## config.mk

```make
export PLATFORM = sky130hd
export DESIGN_NAME = addn_seq
export DESIGN_NICKNAME = d
export VERILOG_FILES = /design/src/rtl/addn_pkg.sv /design/src/rtl/addn_add_chunk.sv /design/src/rtl/addn_seq.sv
export SDC_FILE = /design/constraint.sdc
export NUM_CORES = 1
export LEC_CHECK = 0
export ABC_AREA = 1
export BUFFER_PORTS_ARGS = -buffer_cell sky130_fd_sc_hd__buf_4
export CORE_ASPECT_RATIO = 0.5
export CORE_MARGIN = 4
export CORE_UTILIZATION = 52
export CTS_CLUSTER_SIZE = 40
export DETAILED_ROUTE_END_ITERATION = 7
export GPL_ROUTABILITY_DRIVEN = 0
export HOLD_SLACK_MARGIN = 0.08
export PLACE_DENSITY = 0.89
export SYNTH_ARGS = -nofsm -noshare
export SYNTH_HDL_FRONTEND = slang
export SYNTH_SLANG_ARGS = --single-unit
```

## constraint.sdc

```tcl
create_clock -name clk -period 3.1 [get_ports clk]
set_input_delay 0.775 -clock clk [delete_from_list [all_inputs] [get_ports clk]]
set_output_delay 0.775 -clock clk [all_outputs]
set_load 0.05 [all_outputs]
```

## src/rtl/addn_pkg.sv

```systemverilog
// Shared types and sizing helpers for the sequential slice adder.
package addn_pkg;

  typedef enum logic [1:0] {
    IDLE = 2'd0,
    RUN  = 2'd1,
    DONE = 2'd2
  } state_e;

  localparam int DEF_WIDTH = 32;
  localparam int DEF_CHUNK = 4;

  // Number of slices (and therefore cycles) needed to cover the operand.
  function automatic int calc_nchunk(input int width, input int chunk);
    return width / chunk;
  endfunction

  // Slice counter width; a single-slice build still needs one bit.
  function automatic int calc_cnt_w(input int nchunk);
    if (nchunk <= 1) begin
      return 1;
    end else begin
      return $clog2(nchunk);
    end
  endfunction

endpackage

```

## src/rtl/addn_add_chunk.sv

```systemverilog
// Combinational CHUNK-bit ripple adder used as the single slice datapath.
// c_msb is the carry into the top bit, needed for signed overflow.
module add_chunk #(
  parameter int CHUNK = 4
) (
  input  logic [CHUNK-1:0] a,
  input  logic [CHUNK-1:0] b,
  input  logic             ci,
  output logic [CHUNK-1:0] s,
  output logic             co,
  output logic             c_msb
);

  // Ripple the carry bit by bit across the slice.
  always_comb begin
    logic [CHUNK:0] cy_v;
    cy_v    = {(CHUNK + 1){1'b0}};
    cy_v[0] = ci;
    s       = {CHUNK{1'b0}};
    for (int i = 0; i < CHUNK; i++) begin
      s[i]      = a[i] ^ b[i] ^ cy_v[i];
      cy_v[i+1] = (a[i] & b[i]) | (cy_v[i] & (a[i] ^ b[i]));
    end
    co    = cy_v[CHUNK];
    c_msb = cy_v[CHUNK-1];
  end

endmodule

```

## src/rtl/addn_seq.sv

```systemverilog
// Multi-cycle WIDTH-bit adder/subtractor: one CHUNK-bit slice per cycle,
// LSB slice first, through a single add_chunk instance.
// Optional build macro ADDN_EARLY_EXIT_EN: finish as soon as the remaining
// upper operand bits are zero and no carry is pending.
module addn_seq
  import addn_pkg::*;
#(
  parameter int WIDTH = DEF_WIDTH,
  parameter int CHUNK = DEF_CHUNK
) (
  input  logic             clk,
  input  logic             clrn,
  input  logic             in_valid,
  output logic             in_ready,
  input  logic [WIDTH-1:0] a,
  input  logic [WIDTH-1:0] b,
  input  logic             ci,
  input  logic             sub,
  output logic             out_valid,
  input  logic             out_ready,
  output logic [WIDTH-1:0] s,
  output logic             co,
  output logic             ov
);

  localparam int NCHUNK = calc_nchunk(WIDTH, CHUNK);
  localparam int CNT_W  = calc_cnt_w(NCHUNK);
  localparam logic [CNT_W-1:0] K_LAST = CNT_W'(NCHUNK - 1);

  state_e             state_r;
  state_e             state_n_s;
  logic [WIDTH-1:0]   a_r;
  logic [WIDTH-1:0]   beff_r;
  logic [WIDTH-1:0]   res_r;
  logic [WIDTH-1:0]   res_upd_s;
  logic [WIDTH-1:0]   s_r;
  logic               carry_r;
  logic               co_r;
  logic               ov_r;
  logic               out_valid_r;
  logic [CNT_W-1:0]   k_r;
  logic [CHUNK-1:0]   slice_a_s;
  logic [CHUNK-1:0]   slice_b_s;
  logic [CHUNK-1:0]   slice_s_s;
  logic               slice_co_s;
  logic               slice_cmsb_s;
  logic               in_ready_s;
  logic               accept_s;
  logic               last_s;
  logic               early_s;
  logic               finish_s;

  assign in_ready_s = (state_r == IDLE);
  assign accept_s   = in_valid & in_ready_s;
  assign last_s     = (k_r == K_LAST);

  assign slice_a_s  = a_r[int'(k_r) * CHUNK +: CHUNK];
  assign slice_b_s  = beff_r[int'(k_r) * CHUNK +: CHUNK];

  add_chunk #(.CHUNK(CHUNK)) u_add_chunk (
    .a     (slice_a_s),
    .b     (slice_b_s),
    .ci    (carry_r),
    .s     (slice_s_s),
    .co    (slice_co_s),
    .c_msb (slice_cmsb_s)
  );

`ifdef ADDN_EARLY_EXIT_EN
  logic hi_zero_s;
  assign hi_zero_s = (((a_r | beff_r) >> ((int'(k_r) + 1) * CHUNK)) == {WIDTH{1'b0}});
  assign early_s   = ~last_s & ~slice_co_s & hi_zero_s;
`else
  assign early_s   = 1'b0;
`endif

  assign finish_s = last_s | early_s;

  // Result register with the current slice merged in place (no shifting).
  always_comb begin
    res_upd_s = res_r;
    res_upd_s[int'(k_r) * CHUNK +: CHUNK] = slice_s_s;
  end

  // Next-state logic for the IDLE/RUN/DONE handshake sequence.
  always_comb begin
    state_n_s = state_r;
    case (state_r)
      IDLE: begin
        if (accept_s) begin
          state_n_s = RUN;
        end else begin
          state_n_s = IDLE;
        end
      end
      RUN: begin
        if (finish_s) begin
          state_n_s = DONE;
        end else begin
          state_n_s = RUN;
        end
      end
      DONE: begin
        if (out_ready) begin
          state_n_s = IDLE;
        end else begin
          state_n_s = DONE;
        end
      end
      default: begin
        state_n_s = IDLE;
      end
    endcase
  end

  // State register; reset abandons any operation in flight.
  always_ff @(posedge clk or negedge clrn) begin
    if (!clrn) begin
      state_r <= IDLE;
    end else begin
      state_r <= state_n_s;
    end
  end

  // Operand capture, slice accumulation and registered result/flags.
  always_ff @(posedge clk or negedge clrn) begin
    if (!clrn) begin
      a_r         <= {WIDTH{1'b0}};
      beff_r      <= {WIDTH{1'b0}};
      res_r       <= {WIDTH{1'b0}};
      carry_r     <= 1'b0;
      k_r         <= {CNT_W{1'b0}};
      s_r         <= {WIDTH{1'b0}};
      co_r        <= 1'b0;
      ov_r        <= 1'b0;
      out_valid_r <= 1'b0;
    end else begin
      case (state_r)
        IDLE: begin
          if (accept_s) begin
            a_r     <= a;
            beff_r  <= sub ? ~b : b;
            carry_r <= sub ? 1'b1 : ci;
            res_r   <= {WIDTH{1'b0}};
            k_r     <= {CNT_W{1'b0}};
          end
        end
        RUN: begin
          res_r   <= res_upd_s;
          carry_r <= slice_co_s;
          k_r     <= k_r + CNT_W'(1'b1);
          if (finish_s) begin
            s_r         <= res_upd_s;
            out_valid_r <= 1'b1;
            if (early_s) begin
              co_r <= 1'b0;
              ov_r <= 1'b0;
            end else begin
              co_r <= slice_co_s;
              ov_r <= slice_cmsb_s ^ slice_co_s;
            end
          end
        end
        DONE: begin
          if (out_ready) begin
            out_valid_r <= 1'b0;
          end
        end
        default: begin
          out_valid_r <= 1'b0;
        end
      endcase
    end
  end

  assign in_ready  = in_ready_s;
  assign out_valid = out_valid_r;
  assign s         = s_r;
  assign co        = co_r;
  assign ov        = ov_r;

endmodule

```

**After elaboration in Yosys (flattened, before gate mapping)**

Index checks and enable logic that the tools add are counted.

- Register bits after elaboration: 137
- Input port bits: 70
- Output and inout bits: 36
- Word-level logic and storage cells: 68

- $add $sub $neg: 2
- Equal/unequal tests: 6
- Shift operators: 4
- Mux-type cells: 16
- Bitwise gates (word level): 24
- Reduce and logical (&&, ||, !) cells: 6

Operator list:

| cell | count |
|---|---|
| two-way mux 32 bit | 2 |
| one-hot mux 32 bit (2 select lines) | 1 |
| indexed part select 32 x 6 -> 4 bit | 2 |
| negator 5 -> 33 bit | 1 |
| variable shift 4 x 33 -> 32 bit (first input constant) | 1 |
| indexed part select 4 x 33 -> 32 bit | 1 |
| bitwise mux 32 bit | 1 |
| NOT 32 bit | 1 |
| bitwise AND 1 bit | 9 |
| bitwise XOR 1 bit | 9 |
| one-hot mux 2 bit (3 select lines) | 1 |
| one-hot mux 3 bit (2 select lines) | 1 |
| AND reduction 2 bit | 3 |
| two-way mux 1 bit | 5 |
| two-way mux 2 bit | 2 |
| inequality test 2 bit (second input constant) | 2 |
| OR 1 bit | 4 |
| adder 3 x 1 -> 3 bit (second input constant) | 1 |
| equality test 3 bit (second input constant) | 1 |
| two-way mux 3 bit | 1 |
| one-hot mux 1 bit (3 select lines) | 1 |
| AND reduction 3 bit | 1 |
| equality test 2 x 1 -> 1 bit (second input constant) | 1 |
| equality test 2 bit (second input constant) | 1 |
| 5 further kinds | 5 |

**Logic depth before layout (Yosys ltp)**

Gate-level depths: netlist of the first run.

- Depth after elaboration: 12
- Gate-level depth with buffers: 18
- Gate-level depth less buffers: 16

**Modules after synthesis**

From an unflattened synthesis of the first run, not the netlist that was laid out.

- Cells, all modules: 903
- Area, all modules: 6,989.2 um2

Modules (own cells, without submodules):

| module | times used | cells each | area an instance (um2) | seq. area each (um2) |
|---|---|---|---|---|
| addn_seq | 1 | 891 | 6,879.1 | 3,428.3 |
| add_chunk | 1 | 12 | 110.1 | 0.0 |

**Worst setup path after synthesis of the first run**

No wires, ideal clock.

- Path kind: register to register
- From: reg k_r[0]
- To: reg s_r[23], in the netlist s[23]
- Library setup time: 0.066 ns
- Arrival time: 3.020 ns
- Data required time: 3.034 ns
- Path slack: 0.015 ns
- Stages on the path, launching flop included: 18
- Buffers on the path: 2
- Period minus slack after synthesis: 3.085 ns
- Path through: dfrtp_1 -> buf_4 -> buf_2 -> a21oi_1 -> o21ai_0 -> nand3_1 -> nand2_1 -> fa_1 -> inv_1 -> fa_1 -> inv_1 -> fa_1 -> fa_1 -> nor2_1 -> nand3_1 -> nand3_1 -> nand3_1 -> nand2_1

- Longest elaborated chain between the ends: 11
- Elaborated cells between the ends (all ways): 25
- Those cells by class: add/sub: 1; eq/ne: 1; shift: 4; mux: 1; bitwise: 17; reduce/logical: 1

Ends and longest elaborated chain:

| element | RTL line | text |
|---|---|---|
| start, declared | addn_seq.sv:41 | `logic [CNT_W-1:0] k_r;` |
| start signal, assigned | addn_seq.sv:132 | `k_r <= {CNT_W{1'b0}};` |
| start signal, assigned | addn_seq.sv:145 | `k_r <= {CNT_W{1'b0}};` |
| start signal, assigned | addn_seq.sv:151 | `k_r <= k_r + CNT_W'(1'b1);` |
| indexed part select 32 x 6 -> 4 bit (on tied branches) | addn_seq.sv:57, addn_seq.sv:58 |  |
| bitwise XOR 1 bit | addn_add_chunk.sv:21, addn_add_chunk.sv:22 |  |
| bitwise AND 1 bit | addn_add_chunk.sv:22 | `cy_v[i+1] = (a[i] & b[i]) \| (cy_v[i] & (a[i] ^ b[i]));` |
| OR 1 bit | addn_add_chunk.sv:22 |  |
| bitwise AND 1 bit | addn_add_chunk.sv:22 |  |
| OR 1 bit | addn_add_chunk.sv:22 |  |
| bitwise AND 1 bit | addn_add_chunk.sv:22 |  |
| OR 1 bit | addn_add_chunk.sv:22 |  |
| bitwise XOR 1 bit | addn_add_chunk.sv:21 | `s[i] = a[i] ^ b[i] ^ cy_v[i];` |
| indexed part select 4 x 33 -> 32 bit | addn_seq.sv:82 | `res_upd_s[int'(k_r) * CHUNK +: CHUNK] = slice_s_s;` |
| bitwise mux 32 bit | addn_seq.sv:82 |  |
| end signal, assigned | addn_seq.sv:133 | `s_r <= {WIDTH{1'b0}};` |
| end signal, assigned | addn_seq.sv:153 | `s_r <= res_upd_s;` |
| end, declared | addn_seq.sv:36 | `logic [WIDTH-1:0] s_r;` |

Several ways; a longest one is shown, not always the timed one.
A chain may end at the register's enable or synchronous reset.

**Worst setup path in the final report of the first run**

- From: reg k_r[0]
- To: reg res_r[27]

- Longest elaborated chain between the ends: 12
- Elaborated cells between the ends (all ways): 24
- Those cells by class: add/sub: 1; shift: 4; mux: 2; bitwise: 17

Ends and longest elaborated chain:

| element | RTL line | text |
|---|---|---|
| indexed part select 32 x 6 -> 4 bit (on tied branches) | addn_seq.sv:57, addn_seq.sv:58 |  |
| bitwise XOR 1 bit | addn_add_chunk.sv:21, addn_add_chunk.sv:22 |  |
| bitwise AND 1 bit | addn_add_chunk.sv:22 |  |
| OR 1 bit | addn_add_chunk.sv:22 |  |
| bitwise AND 1 bit | addn_add_chunk.sv:22 |  |
| OR 1 bit | addn_add_chunk.sv:22 |  |
| bitwise AND 1 bit | addn_add_chunk.sv:22 |  |
| OR 1 bit | addn_add_chunk.sv:22 |  |
| bitwise XOR 1 bit | addn_add_chunk.sv:21 |  |
| indexed part select 4 x 33 -> 32 bit | addn_seq.sv:82 |  |
| bitwise mux 32 bit (*) | addn_seq.sv:82 |  |
| one-hot mux 32 bit (2 select lines) (*) | addn_seq.sv:138 | `case (state_r)` |
| end signal, assigned | addn_seq.sv:130 | `res_r <= {WIDTH{1'b0}};` |
| end signal, assigned | addn_seq.sv:144 | `res_r <= {WIDTH{1'b0}};` |
| end signal, assigned | addn_seq.sv:149 | `res_r <= res_upd_s;` |
| end, declared | addn_seq.sv:34 | `logic [WIDTH-1:0] res_r;` |

Mark *: on every way between the ends. The rest lies on a longest branch, timed or not.

==> results.yml, run 1 <==
clock_network:
  cts_tree: "built"
  cts_htree_levels: 4
  root_buffer: "clkbuf_16"
  insertion_delay_ns: 0.43
  cts_made_buffers: 17
  clockBufferDepth: 2
  cts_hold_buffers: 0
  clk_pin_slew_ns: 0.06
  cts_sinks: 137
worst_setup_path:
  reg2reg_depth: 17
  cp.required_ns: 3.42
  cp_max_fo: 7
  cp-end-kind: "register"
  cp.arrival_ns: 3.50
  critical_path_class: "register to register"
  start_kind: "register"
logic_synthesis:
  ys.flop_type: "dfrtp_1"
  yosysTopAreaCell: "dfrtp_1"
  ys_warn_count: 0
  syn_nets: 956
  synthArstFlopShare: 1.00
  avgSynthCellArea_sq_um: 7.99
  synth_edf_count: 0
  yosys.cell_types.count: 31
  synth_common_cells: "nand2_1 (329), dfrtp_1 (137), nand3_1 (102)"
  synth_area_leaders: "dfrtp_1 (49%), nand2_1 (18%), nand3_1 (7.3%)"
  synthDominantCellAreaShare: 0.490
  synth.most_common_cell: "nand2_1"
  synth_cells: 875
  ys_seq_area_frac: 0.490
  syn_area_sq_um: 6990
  ys_ff_latch: 137
placement:
  dpl.hpwl_mm: 12.2
  io_buffers: 105
power:
  finalPower_mw: 11.8
  netSwitchingFraction: 0.479
  powerDensity_nw_per_um2: 1350
  power_frac_comb: 0.548
  clkPwrFrac: 0.186
  switchingPower_mw: 5.65
  power.internal_mw: 6.14
  vdd_drop_max_mv: 0.765
  p_leak_nw: 4.54
  power_frac_seq: 0.266
die:
  die_x_um: 172
  std_cell_rows: 29
  die_h_um: 90
  dieArea_sq_um: 15500
  io-pin-count: 106
  coreArea_sq_um: 12900
  start_util: 0.541
routing:
  dr_total_vias: 6626
  first_pass_iters: 5
  antenna_left: 0
  initialDrtViolationCount: 795
  wire_per_inst_um: 17.5
  drt_wl_total_mm: 20.4
  vias_per_cell: 5.68
  remaining_drc_errors: 0
run:
  drv_cap: 0
cells_and_area:
  nets: 1065
  area_delta_synth_final_pct: 24.9
  antennaDiodeCount: 0
  n_fill_cell: 966
  drive_gt1_frac: 0.228
timing:
  clock.fmax_mhz: 314
  slew_violations: 0
  hold_viol_final: 0
  final-setup-viol-count: 19
  period_minus_slack_ns: 3.18
  tightestPinTransition_ns: 0.647
  whs_ns: 0.350
  fin_skew_ns: 0.0125
  rsz0062_at_grt: "yes"
  setup_ws_ns: -0.0834
  finalCritPeriodShare: 1.03
  maxSlewHeadroom: 0.568
global_route:
  grt_pass1_wl_mm: 32.6
  grt_pass1_vias: 6593
  grt-ovfl-total: 0
  grtUsageTotal: 0.262
  grt_max_degree: 66
  grt_antenna_before_repair: 0
outcome:
  status: "finished, violations left"
  violations: "setup timing"
min_path:
  min_path_type: "input port to asynchronous set/reset pin"
[final cells by class]
cell class,instances,area [sq um],area share
Multi-Input combinational cell,632,3160,0.362
Inverter,62,243,0.0278
Sequential cell,137,3430,0.393
Tap cell,170,213,0.0244
Timing Repair Buffer,134,1060,0.121
Clock buffer,18,439,0.0503
Clock inverter,14,194,0.0222
[worst max-delay path, stage by stage, from the launching register on]
cell	delay [ns]
dfrtp_1	0.38
buf_6	0.16
nor2_1	0.06
nor2_1	0.12
o21ai_1	0.13
nand3_1	0.11
nand2_2	0.06
fa_2	0.34
inv_2	0.07
fa_2	0.19
inv_2	0.04
fa_2	0.35
fa_2	0.60
nor2_4	0.07
nand2_2	0.11
nand3_2	0.11
nand3_2	0.10
nand2_1	0.05
[per-stage QoR]
step	instance area, sq um	worst slack (ns)	instances	TNS [ns]	utilization
after floorplan	6990	0.0145	875	0	-
after global routing	8730	-0.185	1167	-3.92	0.676
after CTS	8620	-0.0373	1167	-0.171	0.667
after detailed placement	7860	-0.132	1128	-1.47	0.609
after global placement	7860	0.0413	1128	0	0.609
final	8730	-0.0834	1167	-0.638	0.676
[state kept, by name, summed over array words and instances, names as in the netlist]
register	cells
a_r	32
state_r	2
carry_r	1
co	1
k_r	3
beff_r	32
res_r	32
ov	1
out_valid	1
s	32
[power groups by stage]
stage	combinational, mW	sequential (mW)	clock (mW)
final	6.46	3.13	2.19
after global routing	6.95	3.21	2.29
after CTS	5.98	3.10	2.20
after detailed placement	5.59	3.11	0
after global placement	5.34	3.08	0
after floorplan	3.34	3.73	0
[logic make-up after synthesis]
kind of cell / after synthesis / synth area share
xor+xnor: 33 / 0.0413
simple gates: 504 / 0.300
buf+inv: 106 / 0.0802
compound gates: 84 / 0.0644
fa+ha+maj: 11 / 0.0240
flops: 137 / 0.490
[path summary, 6_finish.rpt]
kind,startpoint,to,slack (ns)
setup / recovery,k_r[0],res_r[27],-0.08
hold / removal,clrn,a_r[3],0.35
setup reg to reg,k_r[0],res_r[27],-0.08
hold reg to reg,a_r[15],a_r[15],0.48
max in group asynchronous,clrn,s[4],2.03
min in group clk,a_r[15],a_r[15],0.48
[repair_timing]
item                                   CTS  global route
setup buffers                            7             0
gates resized for setup                 30            27
endpoints found under the hold margin    0             0
setup endpoints to repair               16            28
pin swaps                               11            20
[routing by layer]
layer / wire (um) / GRT usage / vias to the layer above
li1: - / - / 2985
met1: 7830 / 0.329 / 3166
met2: 10000 / 0.423 / 391
met3: 1690 / 0.0635 / 84
met4: 852 / 0.133 / 0
met5: 0 / 0 / -
[cell usage in the layout, fill, tap and decap left out, types with 2 or more instances in the layout]
master,count
nand2_1,321
dfrtp_1,136
buf_4,125
nand3_1,85
o21ai_0,64
nor2_1,54
inv_1,51
xnor2_1,33
nand3_2,17
clkbuf_16,17
nand2_2,11
inv_2,8
o211ai_1,8
ha_1,7
buf_6,7
o21ai_1,6
nor2_4,5
inv_6,5
nor2_2,4
fa_2,4
bufinv_16,4
nand2_4,3
clkinv_2,3
o21ai_2,2
o22ai_1,2
clkinv_4,2
clkinvlp_4,2
buf_12,2
Note: power is estimated with default switching activity, not from simulation.
==> run 2: changes to the inputs <==
--- a/config.mk
+++ b/config.mk
@@ -9,7 +9,7 @@
 export BUFFER_PORTS_ARGS = -buffer_cell sky130_fd_sc_hd__buf_4
 export CORE_ASPECT_RATIO = 0.5
 export CORE_MARGIN = 4
-export CORE_UTILIZATION = 52
+export CORE_UTILIZATION = 55
 export CTS_CLUSTER_SIZE = 40
 export DETAILED_ROUTE_END_ITERATION = 7
 export GPL_ROUTABILITY_DRIVEN = 0
==> constraint.sdc (replaced) <==
create_clock -name clk -period 4 [get_ports clk]
set_input_delay 1 -clock clk [delete_from_list [all_inputs] [get_ports clk]]
set_output_delay 1 -clock clk [all_outputs]
set_load 0.05 [all_outputs]
==> run 2 against run 1 <==
Effect of this change: combinational power decreased by 35%; largest power group unchanged; via count decreased by 5.8%; final area decreased by 4.6%; flip-flop and latch count unchanged; die area decreased by 5.1%; clock skew decreased by 0.0037 ns; first-iteration DRC count increased by 0.50%; the run now ends clean; sequential power decreased by 22%; sequential share of layout area increased by 1.9 points; maximum frequency decreased by 12%; count of clock-buffer cells in the layout increased by 5; global-route usage decreased by 1.7 points.
==> results.yml, run 2 (synthesized netlist as in run 1, its figures left out) <==
global_route:
  grt-ovfl-total: 0
  grt_max_degree: 82
  grt_antenna_before_repair: 0
  grt_pass1_wl_mm: 28.9
  grtUsageTotal: 0.245
  grt_pass1_vias: 5978
die:
  coreArea_sq_um: 12100
  die_x_um: 167
  die_h_um: 87.7
  io-pin-count: 106
  start_util: 0.577
  std_cell_rows: 28
  dieArea_sq_um: 14700
worst_setup_path:
  start_kind: "register"
  cp.required_ns: 4.35
  critPathMaxStageDelay_ns: 0.50
  worstPathCellList: "buf_4 -> nor2_1 -> nor2_1 -> o21ai_0 -> o211ai_1 -> nand2_1 -> fa_1 -> inv_1 -> fa_1 -> inv_1 -> fa_1 -> fa_1 -> nor2_1 -> nand3_1 -> nand2_1 -> nand3_1 -> nand2_1"
  cpMostUsedCell: "fa_1"
  cp.arrival_ns: 3.98
  cp_max_fo: 17
  rrSetupSlack_ns: 0.37
  cp_top_family: "adder cells"
  worst_path_max_delay_cell: "fa_1"
  critical_path_class: "register to register"
  crit_buf_inv: 3
  cp-end-kind: "register"
timing:
  tightestPinTransition_ns: 0.999
  finalCritPeriodShare: 0.907
  hold_viol_final: 0
  period_minus_slack_ns: 3.63
  final-setup-viol-count: 0
  tns_ns: 0
  maxSlewHeadroom: 0.334
  slew_violations: 0
  clock.fmax_mhz: 276
  rsz0062_at_grt: "no"
  fin_skew_ns: 0.00882
cells_and_area:
  nets: 1048
  area_delta_synth_final_pct: 19.1
  final_common_cell: "nand2_1"
  drive_gt1_frac: 0.171
  antennaDiodeCount: 0
  fin_area_sq_um: 8330
  final_cell_mix: "nand2_1 (329), dfrtp_1 (137), buf_4 (117), nand3_1 (102), o21ai_0 (69)"
power:
  finalPower_mw: 8.19
  p_leak_nw: 4.40
  powerDensity_nw_per_um2: 983
  vdd_drop_max_mv: 0.572
placement:
  dpl.hpwl_mm: 11.8
  placed_area_sq_um: 7760
  io_buffers: 105
routing:
  first_pass_iters: 6
  remaining_drc_errors: 0
  antenna_left: 0
  wire_per_inst_um: 15.2
  vias_per_cell: 5.45
  dr_total_vias: 6240
  drt_wl_total_mm: 17.4
  initialDrtViolationCount: 799
clock_network:
  cts_htree_levels: 4
  postCtsSetupRepairBufs: 0
  clk_pin_slew_ns: 0.06
  cts_sinks: 137
  cts_tree: "built"
  cts_hold_buffers: 0
  root_buffer: "clkbuf_16"
  clockBufferDepth: 2
  cts_made_buffers: 17
  cts_resized: 0
  insertion_delay_ns: 0.42
outcome:
  status: "completed"
run:
  drv_cap: 0
min_path:
  min_path_type: "register to register"
## run 2: cell count changes in the layout (fill, tap and decap cells not counted), moves of 5 or more
cell     before  now
nand3_2      17    0
nand2_2      11    3
o21ai_1       6    1
nand2_1     321  329
nand3_1      85  102
buf_6         7    0
nor2_1       54   59
buf_4       125  117
o21ai_0      64   69
## run 2: report_power, final
group	switching [mW]	internal, mW
clock network	0.586	0.959
registers	0.398	2.03
logic	2.90	1.32
total	3.88	4.31
## run 2: area by class of cell
type / instances / area, sq um
Multi-Input combinational cell: 632 / 3000
Clock buffer: 23 / 478
Fill cell: 960 / 3790
Sequential cell: 137 / 3430
Inverter: 62 / 240
Clock inverter: 8 / 95.1
Timing Repair Buffer: 117 / 878
Tap cell: 165 / 206
## run 2: tightest hold or removal path: cells and delay by family, from the launching register on
kind	cells	cell delay, ns
AND/OR/NAND/NOR	2	0.11
flip-flops	1	0.34
## run 2: per-layer routing
metal | up-vias | share of wire | track usage
met1 | 2974 | 0.43 | 0.331
met2 | 284 | 0.48 | 0.407
met3 | 42 | 0.074 | 0.0442
met5 | - | 0 | 0
li1 | 2940 | - | -
met4 | 0 | 0.025 | 0.0898
## run 2: per-stage QoR
stage	instances	hold WS (ns)	utilization	worst slack, ns
2_1_floorplan	875	0.444	-	0.915
3_3_place_gp	1113	0.461	0.640	0.681
3_5_place_dp	1113	0.466	0.640	0.564
4_1_cts	1144	0.480	0.687	0.437
5_1_grt	1144	0.504	0.687	0.164
6_report	1144	0.477	0.687	0.373
## run 2: path summary, 6_finish.rpt
check | startpoint | endpoint | cells past startpoint
min in group asynchronous | clrn | a_r[10] | 1
worst min register to register | res_r[5] | res_r[5] | 2
worst max-delay path | k_r[0] | res_r[15] | 17
worst min-delay path | res_r[5] | res_r[5] | 2
max in group asynchronous | clrn | res_r[8] | 2
worst max register to register | k_r[0] | res_r[15] | 17
